<file path="src/rtl/acc_host_pkg.sv">
// Shared types and constants for the accelerator host-side initiator.
package acc_host_pkg;

    typedef enum logic [2:0] {
        IDLE,
        START,
        LOAD,
        WAIT_FIN,
        READ,
        DONE,
        ERR
    } state_t;

    localparam int XW = 8;
    localparam int RW = 9;

    localparam int DEF_N_X     = 32;
    localparam int DEF_N_RES   = 16;
    localparam int DEF_TIMEOUT = 4096;

endpackage

</file>
<file path="src/rtl/acc_wdog.sv">
// Loadable up-counter with clear and enable; flags the terminal count TIMEOUT-1.
module acc_wdog #(
    parameter int TIMEOUT = 4096
) (
    input  logic                       clk,
    input  logic                       rst,
    input  logic                       clr,
    input  logic                       load,
    input  logic [$clog2(TIMEOUT)-1:0] load_val,
    input  logic                       en,
    output logic                       tc
);

    localparam int W = $clog2(TIMEOUT);
    localparam logic [W-1:0] TERM = W'(TIMEOUT - 1);

    logic [W-1:0] count_reg;

    // Saturates at the terminal count so it can never wrap inside a job.
    always_ff @(posedge clk or posedge rst) begin
        if (rst) begin
            count_reg <= '0;
        end else if (clr) begin
            count_reg <= '0;
        end else if (load) begin
            count_reg <= load_val;
        end else if (en && (count_reg != TERM)) begin
            count_reg <= count_reg + 1'b1;
        end
    end

    assign tc = (count_reg == TERM);

endmodule

</file>
<file path="src/rtl/acc_host_master.sv">
// Host-side job sequencer: start pulse, N_X input bytes, wait for finish,
// then N_RES result words over the cs_n/ry handshake, with a shared watchdog.
module acc_host_master
    import acc_host_pkg::*;
#(
    parameter int N_X     = DEF_N_X,
    parameter int N_RES   = DEF_N_RES,
    parameter int TIMEOUT = DEF_TIMEOUT
) (
    input  logic          clk,
    input  logic          rst,
    input  logic          go,
    input  logic          src_valid,
    input  logic [XW-1:0] src_data,
    output logic          src_ready,
    output logic          start_in,
    output logic          valid_input,
    output logic [XW-1:0] X_load,
    input  logic          finish,
    output logic          cs_n,
    input  logic          ry,
    input  logic [RW-1:0] read_data,
    output logic          res_valid,
    output logic [RW-1:0] res_data,
    output logic          busy,
    output logic          done,
    output logic          err
);

    localparam int BCW = $clog2(N_X + 1);
    localparam int RCW = $clog2(N_RES + 1);
    localparam logic [BCW-1:0] LAST_BYTE = BCW'(N_X - 1);
    localparam logic [RCW-1:0] LAST_RES  = RCW'(N_RES - 1);

    state_t         state_reg;
    logic [BCW-1:0] byte_cnt_reg;
    logic [RCW-1:0] res_cnt_reg;
    logic           src_ready_reg;
    logic           start_in_reg;
    logic           valid_input_reg;
    logic [XW-1:0]  x_load_reg;
    logic           cs_n_reg;
    logic           res_valid_reg;
    logic [RW-1:0]  res_data_reg;
    logic           busy_reg;
    logic           done_reg;
    logic           err_reg;

    logic wd_clr;
    logic wd_en;
    logic wd_tc;
    logic ry_acc;

    assign ry_acc = ry && !cs_n_reg && (state_reg == READ);

    // Watchdog runs only while waiting on the accelerator; any progress restarts it.
    always_comb begin
        wd_clr = 1'b1;
        wd_en  = 1'b0;
        case (state_reg)
            WAIT_FIN: begin
                wd_clr = finish;
                wd_en  = !finish;
            end
            READ: begin
                wd_clr = ry_acc;
                wd_en  = !ry_acc;
            end
            default: ;
        endcase
    end

    acc_wdog #(
        .TIMEOUT (TIMEOUT)
    ) u_wdog (
        .clk      (clk),
        .rst      (rst),
        .clr      (wd_clr),
        .load     (1'b0),
        .load_val ('0),
        .en       (wd_en),
        .tc       (wd_tc)
    );

    always_ff @(posedge clk or posedge rst) begin
        if (rst) begin
            state_reg       <= IDLE;
            byte_cnt_reg    <= '0;
            res_cnt_reg     <= '0;
            src_ready_reg   <= 1'b0;
            start_in_reg    <= 1'b0;
            valid_input_reg <= 1'b0;
            x_load_reg      <= '0;
            cs_n_reg        <= 1'b1;
            res_valid_reg   <= 1'b0;
            res_data_reg    <= '0;
            busy_reg        <= 1'b0;
            done_reg        <= 1'b0;
            err_reg         <= 1'b0;
        end else begin
            start_in_reg    <= 1'b0;
            valid_input_reg <= 1'b0;
            res_valid_reg   <= 1'b0;
            done_reg        <= 1'b0;
            err_reg         <= 1'b0;
            case (state_reg)
                IDLE: begin
                    if (go) begin
                        state_reg    <= START;
                        start_in_reg <= 1'b1;
                        busy_reg     <= 1'b1;
                    end
                end
                START: begin
                    state_reg     <= LOAD;
                    src_ready_reg <= 1'b1;
                end
                LOAD: begin
                    if (src_valid && src_ready_reg) begin
                        x_load_reg      <= src_data;
                        valid_input_reg <= 1'b1;
                        byte_cnt_reg    <= byte_cnt_reg + 1'b1;
                        if (byte_cnt_reg == LAST_BYTE) begin
                            src_ready_reg <= 1'b0;
                            state_reg     <= WAIT_FIN;
                        end
                    end
                end
                WAIT_FIN: begin
                    if (finish) begin
                        state_reg <= READ;
                        cs_n_reg  <= 1'b0;
                    end else if (wd_tc) begin
                        state_reg <= ERR;
                        err_reg   <= 1'b1;
                    end
                end
                READ: begin
                    if (ry_acc) begin
                        res_valid_reg <= 1'b1;
                        res_data_reg  <= read_data;
                        res_cnt_reg   <= res_cnt_reg + 1'b1;
                        if (res_cnt_reg == LAST_RES) begin
                            cs_n_reg  <= 1'b1;
                            state_reg <= DONE;
                            done_reg  <= 1'b1;
                        end
                    end else if (wd_tc) begin
                        cs_n_reg  <= 1'b1;
                        state_reg <= ERR;
                        err_reg   <= 1'b1;
                    end
                end
                DONE: begin
                    state_reg    <= IDLE;
                    busy_reg     <= 1'b0;
                    byte_cnt_reg <= '0;
                    res_cnt_reg  <= '0;
                end
                ERR: begin
                    state_reg     <= IDLE;
                    busy_reg      <= 1'b0;
                    byte_cnt_reg  <= '0;
                    res_cnt_reg   <= '0;
                    cs_n_reg      <= 1'b1;
                    src_ready_reg <= 1'b0;
                end
                default: state_reg <= IDLE;
            endcase
        end
    end

    assign src_ready   = src_ready_reg;
    assign start_in    = start_in_reg;
    assign valid_input = valid_input_reg;
    assign X_load      = x_load_reg;
    assign cs_n        = cs_n_reg;
    assign res_valid   = res_valid_reg;
    assign res_data    = res_data_reg;
    assign busy        = busy_reg;
    assign done        = done_reg;
    assign err         = err_reg;

endmodule

</file>
<file path="config.mk">
export PLATFORM = sky130hd
export DESIGN_NAME = acc_host_master
export DESIGN_NICKNAME = d
export VERILOG_FILES = /design/src/rtl/acc_host_pkg.sv /design/src/rtl/acc_wdog.sv /design/src/rtl/acc_host_master.sv
export SDC_FILE = /design/constraint.sdc
export NUM_CORES = 1
export LEC_CHECK = 0
export CAP_MARGIN = 20
export CORE_MARGIN = 2
export CORE_UTILIZATION = 50
export CTS_BUF_LIST = sky130_fd_sc_hd__clkbuf_16
export CTS_CLUSTER_DIAMETER = 100
export DETAILED_ROUTE_END_ITERATION = 10
export GPL_TIMING_DRIVEN = 0
export PLACE_DENSITY = 0.78
export SETUP_SLACK_MARGIN = 0.15
export SLEW_MARGIN = 25
export SYNTH_ARGS = -nofsm -noshare
export SYNTH_HDL_FRONTEND = slang
export SYNTH_SLANG_ARGS = --single-unit
export TNS_END_PERCENT = 100
</file>
<file path="constraint.sdc">
create_clock -name clk -period 2.1 [get_ports clk]
set_clock_uncertainty 0.05 [all_clocks]
set_input_delay 0.315 -clock clk [delete_from_list [all_inputs] [get_ports clk]]
set_output_delay 0.315 -clock clk [all_outputs]
set_load 0.01 [all_outputs]
</file>
==> impl_metrics.csv <==
group,metric,value,unit
outcome,status,"finished, final reports clean",
place,place_area,2960,sq um
sta,fin_crit,1.91,ns
sta,setup_viol,0,
global_route,grt_use_total,18.9,%
setup_path,crit_top_cell,"buf_4",
cts,numCtsBuffers,5,
setup_path,r2r_setup_slack,0.19,ns
global_route,grt_pass1_vias,1740,
floorplanning,die_h,73.6,um
setup_path,worstPathRequired,2.27,ns
final_layout,drive_gt1_share,17.2,%
route,routedWlPerCell,14.9,um
power_and_ir_drop,sequentialPowerShare,40.3,%
setup_path,crit_path_end_kind,"register",
setup_path,crit_path_start_kind,"register",
route,drt_iter0_markers,123,
setup_path,criticalPathCategory,"reg -> reg",
sta,rsz0062_at_grt,"no",
final_layout,fillers,362,
cts,cts_buffer_depth,2,
sta,tns,0,ns
hold_path,hp-class,"in -> async",
place,hpwl,3330,um
route,drcViolationCount,0,
logic_synthesis,synth_edf_count,0,
route,viasPerCell,5.59,
logic_synthesis,synthCells,212,
logic_synthesis,synth_top_cell_by_area,"dfrtp_1",
global_route,grt_pass1_wl,7880,um
setup_path,timing.critical_path.buf_inv,2,
sta,tightest_slew,0.618,ns
final_layout,final_util,67.4,%
logic_synthesis,avgSynthCellArea,11.4,sq um
sta,fmax,0.524,GHz
global_route,grt_max_degree,52,
logic_synthesis,synth_area,2420,sq um
sta,slew_viol_final,0,
cts,cts_max_level,2,
route,dr_total_vias,1834,
sta,period_share,90.9,%
power_and_ir_drop,swShare,31.6,%
power_and_ir_drop,p_per_area,1140,nW/um^2
cts,clkSlewWorstSetupHoldPaths,0.06,ns
sta,hold_viol,0,
cts,clock_sinks,51,
final_layout,largest_register_ffs,12,
route,drt-pass1-iter-count,4,
job,cap_viol_max_count,0,
route,wl,4870,um
final_layout,register_area,1280,sq um
setup_path,crit_family,"simple AND/OR/NAND/NOR gates",
logic_synthesis,synth_xor_xnor_area_share,3.98,%
setup_path,arrival,2.07,ns
logic_synthesis,synth.distinct_cells,52,
cts,clockRootBuffer,"clkbuf_16",
power_and_ir_drop,clkPwrFrac,21.7,%
place,portBuffers,47,
logic_synthesis,ys_seq_elements,51,
power_and_ir_drop,p_switching,1.14,mW
logic_synthesis,synthTopCellsByArea,"dfrtp_1 (52%), mux2_2 (5.6%), nor2_1 (3.1%)",
setup_path,crit_chain,"ha_1 -> buf_4 -> nand2_2 -> nor4_4 -> buf_4 -> or4_4 -> a21oi_2",
power_and_ir_drop,power,3.60,mW
power_and_ir_drop,ir_worst_vdd,0.760,mV
final_layout,stdcell_area,3160,sq um
floorplanning,fp.dieW,73.6,um
final_layout,final_nets,300,
floorplanning,core-area,4690,sq um
sta,maxSlewHeadroom,58.8,%
logic_synthesis,yosysWarningCount,0,
setup_path,cp_slowest_cell,"or4_4",
logic_synthesis,synthFlopType,"dfrtp_1",
logic_synthesis,muxShareOfSynthArea,8.74,%
cts,tritoncts,"built",
route,ant_nets,0,
logic_synthesis,synth-seq-area-share,52.8,%
logic_synthesis,yosys.area_share.adder,2.07,%
floorplanning,ioPinCount,48,
global_route,grt.overflow.total,0,
setup_path,cp_max_fo,9,
setup_path,max_stage_delay,0.50,ns
power_and_ir_drop,p_comb_share,38.0,%
floorplanning,start_util,51.6,%
logic_synthesis,synth_top_family_by_area,"simple AND/OR/NAND/NOR gates",
logic_synthesis,synthArstFlopShare,100,%
power_and_ir_drop,p_int,2.46,mW
final_layout,antennaDiodeCount,0,
place,gp_congestion,0.804,
floorplanning,die-area,5410,sq um
logic_synthesis,synth_nets,239,
global_route,antenna_found_initial,0,
final_layout,syn_to_final_growth,30.7,%
power_and_ir_drop,power_leakage,1.35,nW
floorplanning,rows,25,
final_layout,multi_input_area,1050,sq um
cts,clk_latency,0.29,ns
logic_synthesis,synthSimpleGateAreaFrac,19.8,%
logic_synthesis,synth.top_cell.area_share,51.7,%
logic_synthesis,synth_compound_gate_area_share,8.95,%
## metal layers
layer | part of all wire, % | up-vias | GRT usage, %
li1 | - | 884 | -
met1 | 46 | 888 | 25.8
met2 | 46 | 53 | 29.0
met3 | 5.6 | 9 | 4.94
met4 | 2.0 | 0 | 7.27
met5 | 0 | - | 0
## power groups by stage
stage	logic, mW	clock network (mW)	registers [mW]
after floorplan	0.670	0	1.54
after global placement	1.34	0	1.45
after detailed placement	1.35	0	1.48
after CTS	1.36	0.790	1.46
after global routing	1.50	0.829	1.49
final	1.37	0.780	1.45
## cell type report
| class | instances | area share (%) |
|---|---|---|
| Tap cell | 54 | 2.14 |
| Clock inverter | 3 | 0.514 |
| Buffer | 11 | 2.53 |
| Inverter | 4 | 0.554 |
| Timing Repair Buffer | 54 | 16.5 |
| Multi-Input combinational cell | 146 | 33.4 |
| Sequential cell | 51 | 40.5 |
| Clock buffer | 5 | 3.96 |
## cell usage in the layout, fill, tap and decap left out, types with 6 or more instances in the layout
cell	n
nor2_1	20
clkdlybuf4s50_1	47
nand3_1	9
a21oi_1	8
xnor2_1	7
nand2_1	8
mux2_2	12
dfrtp_1	48
buf_4	7
o21ai_0	6
## cell usage after synthesis (2+ instances only)
cell type,count
a21o_1,2
a21oi_1,8
a22o_1,2
and2_1,2
and3_1,2
and4_1,2
buf_2,3
buf_6,4
clkbuf_1,4
dfrtp_1,50
ha_1,4
inv_1,4
mux2_1,5
mux2_2,12
mux2i_1,2
nand2_1,9
nand2b_1,4
nand3_1,9
nand4_1,3
nand4b_1,2
nor2_1,20
nor3_1,4
nor3b_1,4
nor4_1,2
nor4b_1,2
o21ai_0,6
o21ai_1,5
or3_1,3
xnor2_1,7
xor2_1,4
## through the flow
stage | instances | hold slack (ns) | setup slack (ns)
floorplan | 212 | 0.400 | 0.278
global placement | 313 | 0.414 | -0.463
detailed placement | 313 | 0.421 | -0.0399
CTS | 323 | 0.433 | 0.135
global route | 328 | 0.445 | 0.146
finish | 328 | 0.409 | 0.192
## worst paths after layout
kind | start | to | depth (start not counted)
min in group clk | busy | busy | 1
max in group asynchronous | rst | u_wdog.count_reg[1] | 2
hold reg to reg | busy | busy | 1
setup reg to reg | u_wdog.count_reg[0] | u_wdog.count_reg[9] | 7
setup / recovery | u_wdog.count_reg[0] | u_wdog.count_reg[9] | 7
hold / removal | rst | X_load[0] | 2
## what timing repair did
item	CTS	global route
buffers inserted	2	4
pin swaps	1	1
resized for setup	0	6
hold buffers	0	0
cloned	0	1
endpoints found under the setup margin	8	8
## kinds of logic after synthesis
kind of cell,Yosys count
multiplexers,19
buffers and inverters,15
adder cells (fa/ha/maj),4
AO/OA/AOI/OAI,34
AND/OR/NAND/NOR,78
XOR/XNOR,11
flip-flops,51
Note: power is estimated with default switching activity, not from simulation.
